File: src/rtl/div_unit.sv
`default_nettype none
// ============================================================================
//  Module      : div_unit
//  Description : Multi-cycle RV32M divider (DIV/DIVU/REM/REMU) for the
//                execute stage. Radix-2 restoring division, one quotient bit
//                per cycle. Stalls the pipeline through o_pause_signal while
//                busy and pulses o_unpause_signal when it lets go.
//
//  Ports
//    clk              : clock, rising edge
//    rst              : asynchronous reset, active low
//    i_start          : issue a divide op (sampled only in IDLE)
//    i_op             : 00 DIV, 01 DIVU, 10 REM, 11 REMU
//    i_dividend       : rs1 value
//    i_divisor        : rs2 value
//    i_rd_in          : destination register index
//    i_flush          : pipeline flush, aborts the in-flight op
//    o_pause_signal   : stall request (combinational)
//    o_unpause_signal : one-cycle release request
//    o_result         : quotient or remainder (registered)
//    o_result_valid   : one-cycle write enable for o_result
//    o_rd_out         : destination index paired with o_result
//
//  Revision    : 1.0 - initial release
// ============================================================================
module div_unit #(
    parameter int XLEN  = 32,
    parameter int CNT_W = 6     // 2**CNT_W must exceed XLEN
) (
    input  logic            clk,
    input  logic            rst,
    input  logic            i_start,
    input  logic [1:0]      i_op,
    input  logic [XLEN-1:0] i_dividend,
    input  logic [XLEN-1:0] i_divisor,
    input  logic [4:0]      i_rd_in,
    input  logic            i_flush,
    output logic            o_pause_signal,
    output logic            o_unpause_signal,
    output logic [XLEN-1:0] o_result,
    output logic            o_result_valid,
    output logic [4:0]      o_rd_out
);

    typedef enum logic [1:0] {
        S_IDLE = 2'd0,
        S_CALC = 2'd1,
        S_DONE = 2'd2
    } state_t;

    localparam logic [CNT_W-1:0] c_CNT_LAST = CNT_W'(XLEN - 1);
    localparam logic [XLEN-1:0]  c_MIN_NEG  = {1'b1, {(XLEN-1){1'b0}}};

    state_t            r_state;
    logic [CNT_W-1:0]  r_cnt;
    logic [1:0]        r_op;
    logic [4:0]        r_rd;
    logic [XLEN-1:0]   r_rem;
    logic [XLEN-1:0]   r_quo;
    logic [XLEN-1:0]   r_div;
    logic              r_neg_q;
    logic              r_neg_r;
    logic [XLEN-1:0]   r_result;
    logic [4:0]        r_rd_out;

    state_t            w_state_nxt;
    logic [CNT_W-1:0]  w_cnt_nxt;
    logic [1:0]        w_op_nxt;
    logic [4:0]        w_rd_nxt;
    logic [XLEN-1:0]   w_rem_nxt;
    logic [XLEN-1:0]   w_quo_nxt;
    logic [XLEN-1:0]   w_div_nxt;
    logic              w_neg_q_nxt;
    logic              w_neg_r_nxt;
    logic              w_pause;
    logic              w_unpause;
    logic              w_valid;

    // ------------------------------------------------------------------
    // Issue-time operand conditioning. op[0]=1 means unsigned.
    // ------------------------------------------------------------------
    logic            w_signed;
    logic            w_dd_neg;
    logic            w_dv_neg;
    logic [XLEN-1:0] w_dd_abs;
    logic [XLEN-1:0] w_dv_abs;
    logic            w_div_zero;
    logic            w_ovf;

    assign w_signed   = ~i_op[0];
    assign w_dd_neg   = w_signed & i_dividend[XLEN-1];
    assign w_dv_neg   = w_signed & i_divisor[XLEN-1];
    assign w_dd_abs   = w_dd_neg ? (~i_dividend + 1'b1) : i_dividend;
    assign w_dv_abs   = w_dv_neg ? (~i_divisor + 1'b1) : i_divisor;
    assign w_div_zero = (i_divisor == '0);
    assign w_ovf      = w_signed && (i_dividend == c_MIN_NEG) && (i_divisor == '1);

    // ------------------------------------------------------------------
    // One restoring step. The shifted partial remainder can need XLEN+1
    // bits when the divisor is above 2**(XLEN-1); the borrow out of the
    // XLEN+1-bit subtract tells whether the trial fits.
    // ------------------------------------------------------------------
    logic [XLEN:0]   w_rem_sh;
    logic [XLEN:0]   w_trial;
    logic            w_fits;
    logic [XLEN-1:0] w_step_rem;
    logic [XLEN-1:0] w_step_quo;

    assign w_rem_sh   = {r_rem, r_quo[XLEN-1]};
    assign w_trial    = w_rem_sh - {1'b0, r_div};
    assign w_fits     = ~w_trial[XLEN];
    assign w_step_rem = w_fits ? w_trial[XLEN-1:0] : w_rem_sh[XLEN-1:0];
    assign w_step_quo = {r_quo[XLEN-2:0], w_fits};

    // ------------------------------------------------------------------
    // Next-state / output logic
    // ------------------------------------------------------------------
    always_comb begin
        w_state_nxt = r_state;
        w_cnt_nxt   = r_cnt;
        w_op_nxt    = r_op;
        w_rd_nxt    = r_rd;
        w_rem_nxt   = r_rem;
        w_quo_nxt   = r_quo;
        w_div_nxt   = r_div;
        w_neg_q_nxt = r_neg_q;
        w_neg_r_nxt = r_neg_r;
        w_pause     = 1'b0;
        w_unpause   = 1'b0;
        w_valid     = 1'b0;

        case (r_state)
            S_IDLE: begin
                if (i_start && !i_flush) begin
                    w_pause   = 1'b1;
                    w_op_nxt  = i_op;
                    w_rd_nxt  = i_rd_in;
                    w_cnt_nxt = '0;
                    w_div_nxt = w_dv_abs;
                    if (w_div_zero) begin
                        // Final values stored directly; sign fix-up disabled.
                        w_quo_nxt   = '1;
                        w_rem_nxt   = i_dividend;
                        w_neg_q_nxt = 1'b0;
                        w_neg_r_nxt = 1'b0;
                        w_state_nxt = S_DONE;
                    end else if (w_ovf) begin
                        w_quo_nxt   = c_MIN_NEG;
                        w_rem_nxt   = '0;
                        w_neg_q_nxt = 1'b0;
                        w_neg_r_nxt = 1'b0;
                        w_state_nxt = S_DONE;
                    end else begin
                        w_quo_nxt   = w_dd_abs;
                        w_rem_nxt   = '0;
                        w_neg_q_nxt = w_dd_neg ^ w_dv_neg;
                        w_neg_r_nxt = w_dd_neg;
                        w_state_nxt = S_CALC;
                    end
                end
            end
            S_CALC: begin
                if (i_flush) begin
                    w_unpause   = 1'b1;
                    w_state_nxt = S_IDLE;
                end else begin
                    w_pause   = 1'b1;
                    w_rem_nxt = w_step_rem;
                    w_quo_nxt = w_step_quo;
                    w_cnt_nxt = r_cnt + 1'b1;
                    if (r_cnt == c_CNT_LAST) begin
                        w_state_nxt = S_DONE;
                    end
                end
            end
            S_DONE: begin
                w_unpause   = 1'b1;
                w_valid     = ~i_flush;
                w_state_nxt = S_IDLE;
            end
            default: begin
                w_state_nxt = S_IDLE;
            end
        endcase
    end

    // Sign-corrected result, computed from the values entering DONE so that
    // the output register is already loaded while result_valid is high.
    logic [XLEN-1:0] w_q_fin;
    logic [XLEN-1:0] w_r_fin;
    logic [XLEN-1:0] w_res_fin;

    assign w_q_fin   = w_neg_q_nxt ? (~w_quo_nxt + 1'b1) : w_quo_nxt;
    assign w_r_fin   = w_neg_r_nxt ? (~w_rem_nxt + 1'b1) : w_rem_nxt;
    assign w_res_fin = w_op_nxt[1] ? w_r_fin : w_q_fin;

    always_ff @(posedge clk or negedge rst) begin
        if (!rst) begin
            r_state  <= S_IDLE;
            r_cnt    <= '0;
            r_op     <= '0;
            r_rd     <= '0;
            r_rem    <= '0;
            r_quo    <= '0;
            r_div    <= '0;
            r_neg_q  <= 1'b0;
            r_neg_r  <= 1'b0;
            r_result <= '0;
            r_rd_out <= '0;
        end else begin
            r_state <= w_state_nxt;
            r_cnt   <= w_cnt_nxt;
            r_op    <= w_op_nxt;
            r_rd    <= w_rd_nxt;
            r_rem   <= w_rem_nxt;
            r_quo   <= w_quo_nxt;
            r_div   <= w_div_nxt;
            r_neg_q <= w_neg_q_nxt;
            r_neg_r <= w_neg_r_nxt;
            if (w_state_nxt == S_DONE) begin
                r_result <= w_res_fin;
                r_rd_out <= w_rd_nxt;
            end
        end
    end

    // Pause is gated by reset so a start seen during reset cannot stall.
    assign o_pause_signal   = w_pause & rst;
    assign o_unpause_signal = w_unpause;
    assign o_result_valid   = w_valid;
    assign o_result         = r_result;
    assign o_rd_out         = r_rd_out;

endmodule
`default_nettype wire

File: config.mk
export PLATFORM = sky130hd
export DESIGN_NAME = div_unit
export DESIGN_NICKNAME = d
export VERILOG_FILES = /design/src/rtl/div_unit.sv
export SDC_FILE = /design/constraint.sdc
export NUM_CORES = 1
export LEC_CHECK = 0
export CAP_MARGIN = 20
export CORE_MARGIN = 5
export CORE_UTILIZATION = 35
export CTS_CLUSTER_DIAMETER = 50
export CTS_CLUSTER_SIZE = 14
export DETAILED_ROUTE_END_ITERATION = 8
export DONT_BUFFER_PORTS = 1
export GPL_TIMING_DRIVEN = 0
export SYNTH_ARGS = -nofsm -noshare
export SYNTH_HDL_FRONTEND = slang
export SYNTH_SLANG_ARGS = --single-unit
export TNS_END_PERCENT = 100
File: constraint.sdc
create_clock -name clk -period 7.8 [get_ports clk]
set_clock_uncertainty 0.05 [all_clocks]
set_input_delay 1.56 -clock clk [delete_from_list [all_inputs] [get_ports clk]]
set_output_delay 1.56 -clock clk [all_outputs]
set_load 0.02 [all_outputs]
==> results.py <==
metrics = {
    "status": {
        "outcome": "finished clean",
    },
    "yosys": {
        "yosysMostFrequentCell": "nand2_1",
        "syn_avg_cell_area_um2": 8.03,
        "seq_area_frac_synth_pct": 29.4,
        "synth_area_um2": 12700,
        "synth_simple_gate_area_share_pct": 21.9,
        "yosys-top-cells-area": "dfrtp_1 29%, nand2_1 5.5%, o21ai_0 5.0%, a21oi_1 4.9%, xnor2_1 4.7%",
        "postSynthCellCount": 1578,
        "synth_nets": 1695,
        "yosys.area.top_type": "dfrtp_1",
        "synth_top_area_share_pct": 29.4,
        "synth_top_family_by_area": "compound AO/OA/AOI/OAI gates",
        "synth_edf_count": 0,
        "synth_adder_area_share_pct": 4.21,
        "async_flop_share_pct": 100,
        "ys_warn_count": 0,
        "ys_types": 104,
        "ys_ff_latch": 149,
        "synth-compound-area-share_pct": 28.5,
        "synthTopCellsByCount": "186 x nand2_1, 149 x dfrtp_1, 127 x o21ai_0",
        "synthFlopType": "dfrtp_1",
        "synth_xor_area_share_pct": 8.50,
        "muxShareOfSynthArea_pct": 1.55,
    },
    "floorplanning": {
        "die_height_um": 200,
        "num_rows": 69,
        "die_x_um": 200,
        "ios": 115,
        "initial_utilization_pct": 35.5,
        "fp.coreArea_um2": 35700,
        "dieArea_um2": 40100,
    },
    "detailed_routing": {
        "avgViaCountPerCell": 6.12,
        "drcViolationCount": 0,
        "wl_per_cell_um": 23.7,
        "num_vias": 12700,
        "drt_iter0_drc": 1503,
        "drt-total-wl_mm": 49.1,
        "ant_nets": 0,
        "dr.pass1.iters": 6,
    },
    "sta": {
        "period_minus_slack_ps": 6350,
        "final_max_slew_viol_count": 0,
        "tightest_slew_ps": 1000,
        "fmax_ghz": 0.157,
        "finalCritPeriodShare_pct": 81.5,
        "hold_viol_final": 0,
        "grt_setup_unrepaired": "false",
        "slew_headroom_pct": 33.1,
        "finalSetupViolCount": 0,
        "setup_tns_ps": 0,
    },
    "setup_path": {
        "critPathKind": "primary input to flop",
        "worstSetupEndpointType": "flop",
        "cp.required_ps": 8080,
        "arrival_ps": 6630,
        "cp-startpoint": "i_flush",
        "timing.rr.start": "r_state[1]",
        "start_kind": "primary input",
        "crit_path_max_fanout": 10,
    },
    "clock_network": {
        "insertion_delay_ps": 450,
        "clkSinkCount": 149,
        "clockBufferDepth": 2,
        "clkSlewWorstSetupHoldPaths_ps": 70,
        "cts_tree": "built",
        "cts_buffers": 17,
        "ctsResizeCount": 0,
        "post-cts-setup-buffers": 0,
        "cts-root-buf": "clkbuf_16",
        "hold_buffers": 0,
        "htreeDepth": 4,
    },
    "pwr": {
        "powerDensity_nw_per_um2": 460,
        "peakVddDrop_uv": 162,
        "leakagePower_nw": 5.97,
    },
    "final_layout": {
        "diodes": 0,
        "nFillCells": 3641,
        "final_area_um2": 13800,
        "area_growth_pct": 9.00,
        "drive_gt1_share_pct": 7.77,
        "finalNetCount": 1715,
        "multi_input_area_um2": 8200,
        "ff_latch_area_um2": 3730,
    },
    "global_route": {
        "antenna_found_initial": 1,
        "grt_pass1_vias": 12400,
        "grt_max_degree": 151,
        "grt_first_pass_wirelength_mm": 75.1,
        "grt_usage_pct": 23.8,
        "grt_overflow": 0,
    },
    "min_path": {
        "hold_class": "flop to flop",
        "hold_start": "r_rd[2]",
    },
    "placed_design": {
        "gp_congestion": 1.04,
        "placed_cell_area_um2": 13300,
        "io_buffers": 0,
        "dp.final_hpwl_mm": 38.8,
    },
    "flow_run": {
        "max_cap_viol_count": 0,
    },
}
power by group:
group / internal, mW / switching (mW)
clock: 0.466 / 0.358
combinational: 1.54 / 2.73
sequential: 1.03 / 0.235
final cells by class:
cell class,instances,area share [%]
Clock buffer,17,3.08
Clock inverter,12,0.960
Tap cell,461,4.18
Multi-Input combinational cell,1256,59.3
Inverter,78,2.12
Timing Repair Buffer,1,0.0362
Sequential cell,149,27.0
Buffer,95,3.28
registers in the layout, indices dropped and copies added, names as in the netlist, 2 cells and up:
name,flops
o_rd_out,5
r_state,2
r_rd,5
r_div,32
r_cnt,6
o_result,32
r_quo,32
r_rem,32
per-layer routing:
layer / vias up / track usage [%] / wire [um]
met1: 6117 / 30.6 / 20200
met3: 112 / 6.73 / 4610
met4: 0 / 10.9 / 2360
met5: - / 0 / 0
li1: 5825 / - / -
met2: 598 / 37.3 / 21900
critical path, stage by stage:
cell and delay [ps]:
clkbuf_1 270, o2bb2ai_4 290, or2_0 330, buf_2 250, buf_2 230, buf_1 280
clkbuf_1 370, a221oi_1 680, ha_1 310, inv_1 80, nor4_2 680, nand4_1 480
o41ai_1 520, and3_1 230, nor3_2 50
cells by family after synthesis:
family	Yosys count
xor gates and xnor gates	123
DFF	149
adders and majority gates	42
AOI/OAI and AO/OA	531
muxes	19
and+or+nand+nor	541
buffers and inverters	173
final timing paths:
| path | to | slack, ps | depth (start not counted) |
|---|---|---|---|
| hold reg to reg | r_rd[2] | 420 | 2 |
| max in group asynchronous | r_rem[14] | 6720 | 0 |
| setup reg to reg | o_result[30] | 1510 | 19 |
| setup / recovery | o_result[30] | 1450 | 15 |
| hold / removal | r_rd[2] | 420 | 2 |
| min in group asynchronous | r_div[28] | 770 | 0 |
placed cells by master, fill, tap and decap left out, types with 35 or more instances in the layout:
| cell type | synthesis | final |
|---|---|---|
| nand2_1 | 186 | 186 |
| ha_1 | 41 | 41 |
| a21oi_1 | 123 | 123 |
| xnor2_1 | 68 | 68 |
| nand3_1 | 45 | 45 |
| o21ai_0 | 127 | 127 |
| dfrtp_1 | 149 | 149 |
| clkbuf_1 | 53 | 53 |
| xor2_1 | 55 | 55 |
| inv_1 | 78 | 78 |
| nor3_1 | 35 | 35 |
| nor2_1 | 113 | 113 |
| a31oi_1 | 41 | 41 |
per-stage QoR:
step | cells | setup WS (ps) | power [mW] | hold slack (ps) | util (%)
3_5_place_dp | 2040 | 1150 | 5.42 | 409 | 37.2
6_report | 2069 | 1450 | 6.35 | 422 | 38.7
4_1_cts | 2069 | 1590 | 6.27 | 426 | 38.7
3_3_place_gp | 2039 | 965 | 5.38 | 404 | 37.2
2_1_floorplan | 1578 | 2600 | 4.30 | 391 | -
5_1_grt | 2069 | 1220 | 6.82 | 449 | 38.7
(Power assumes the default switching activity.)
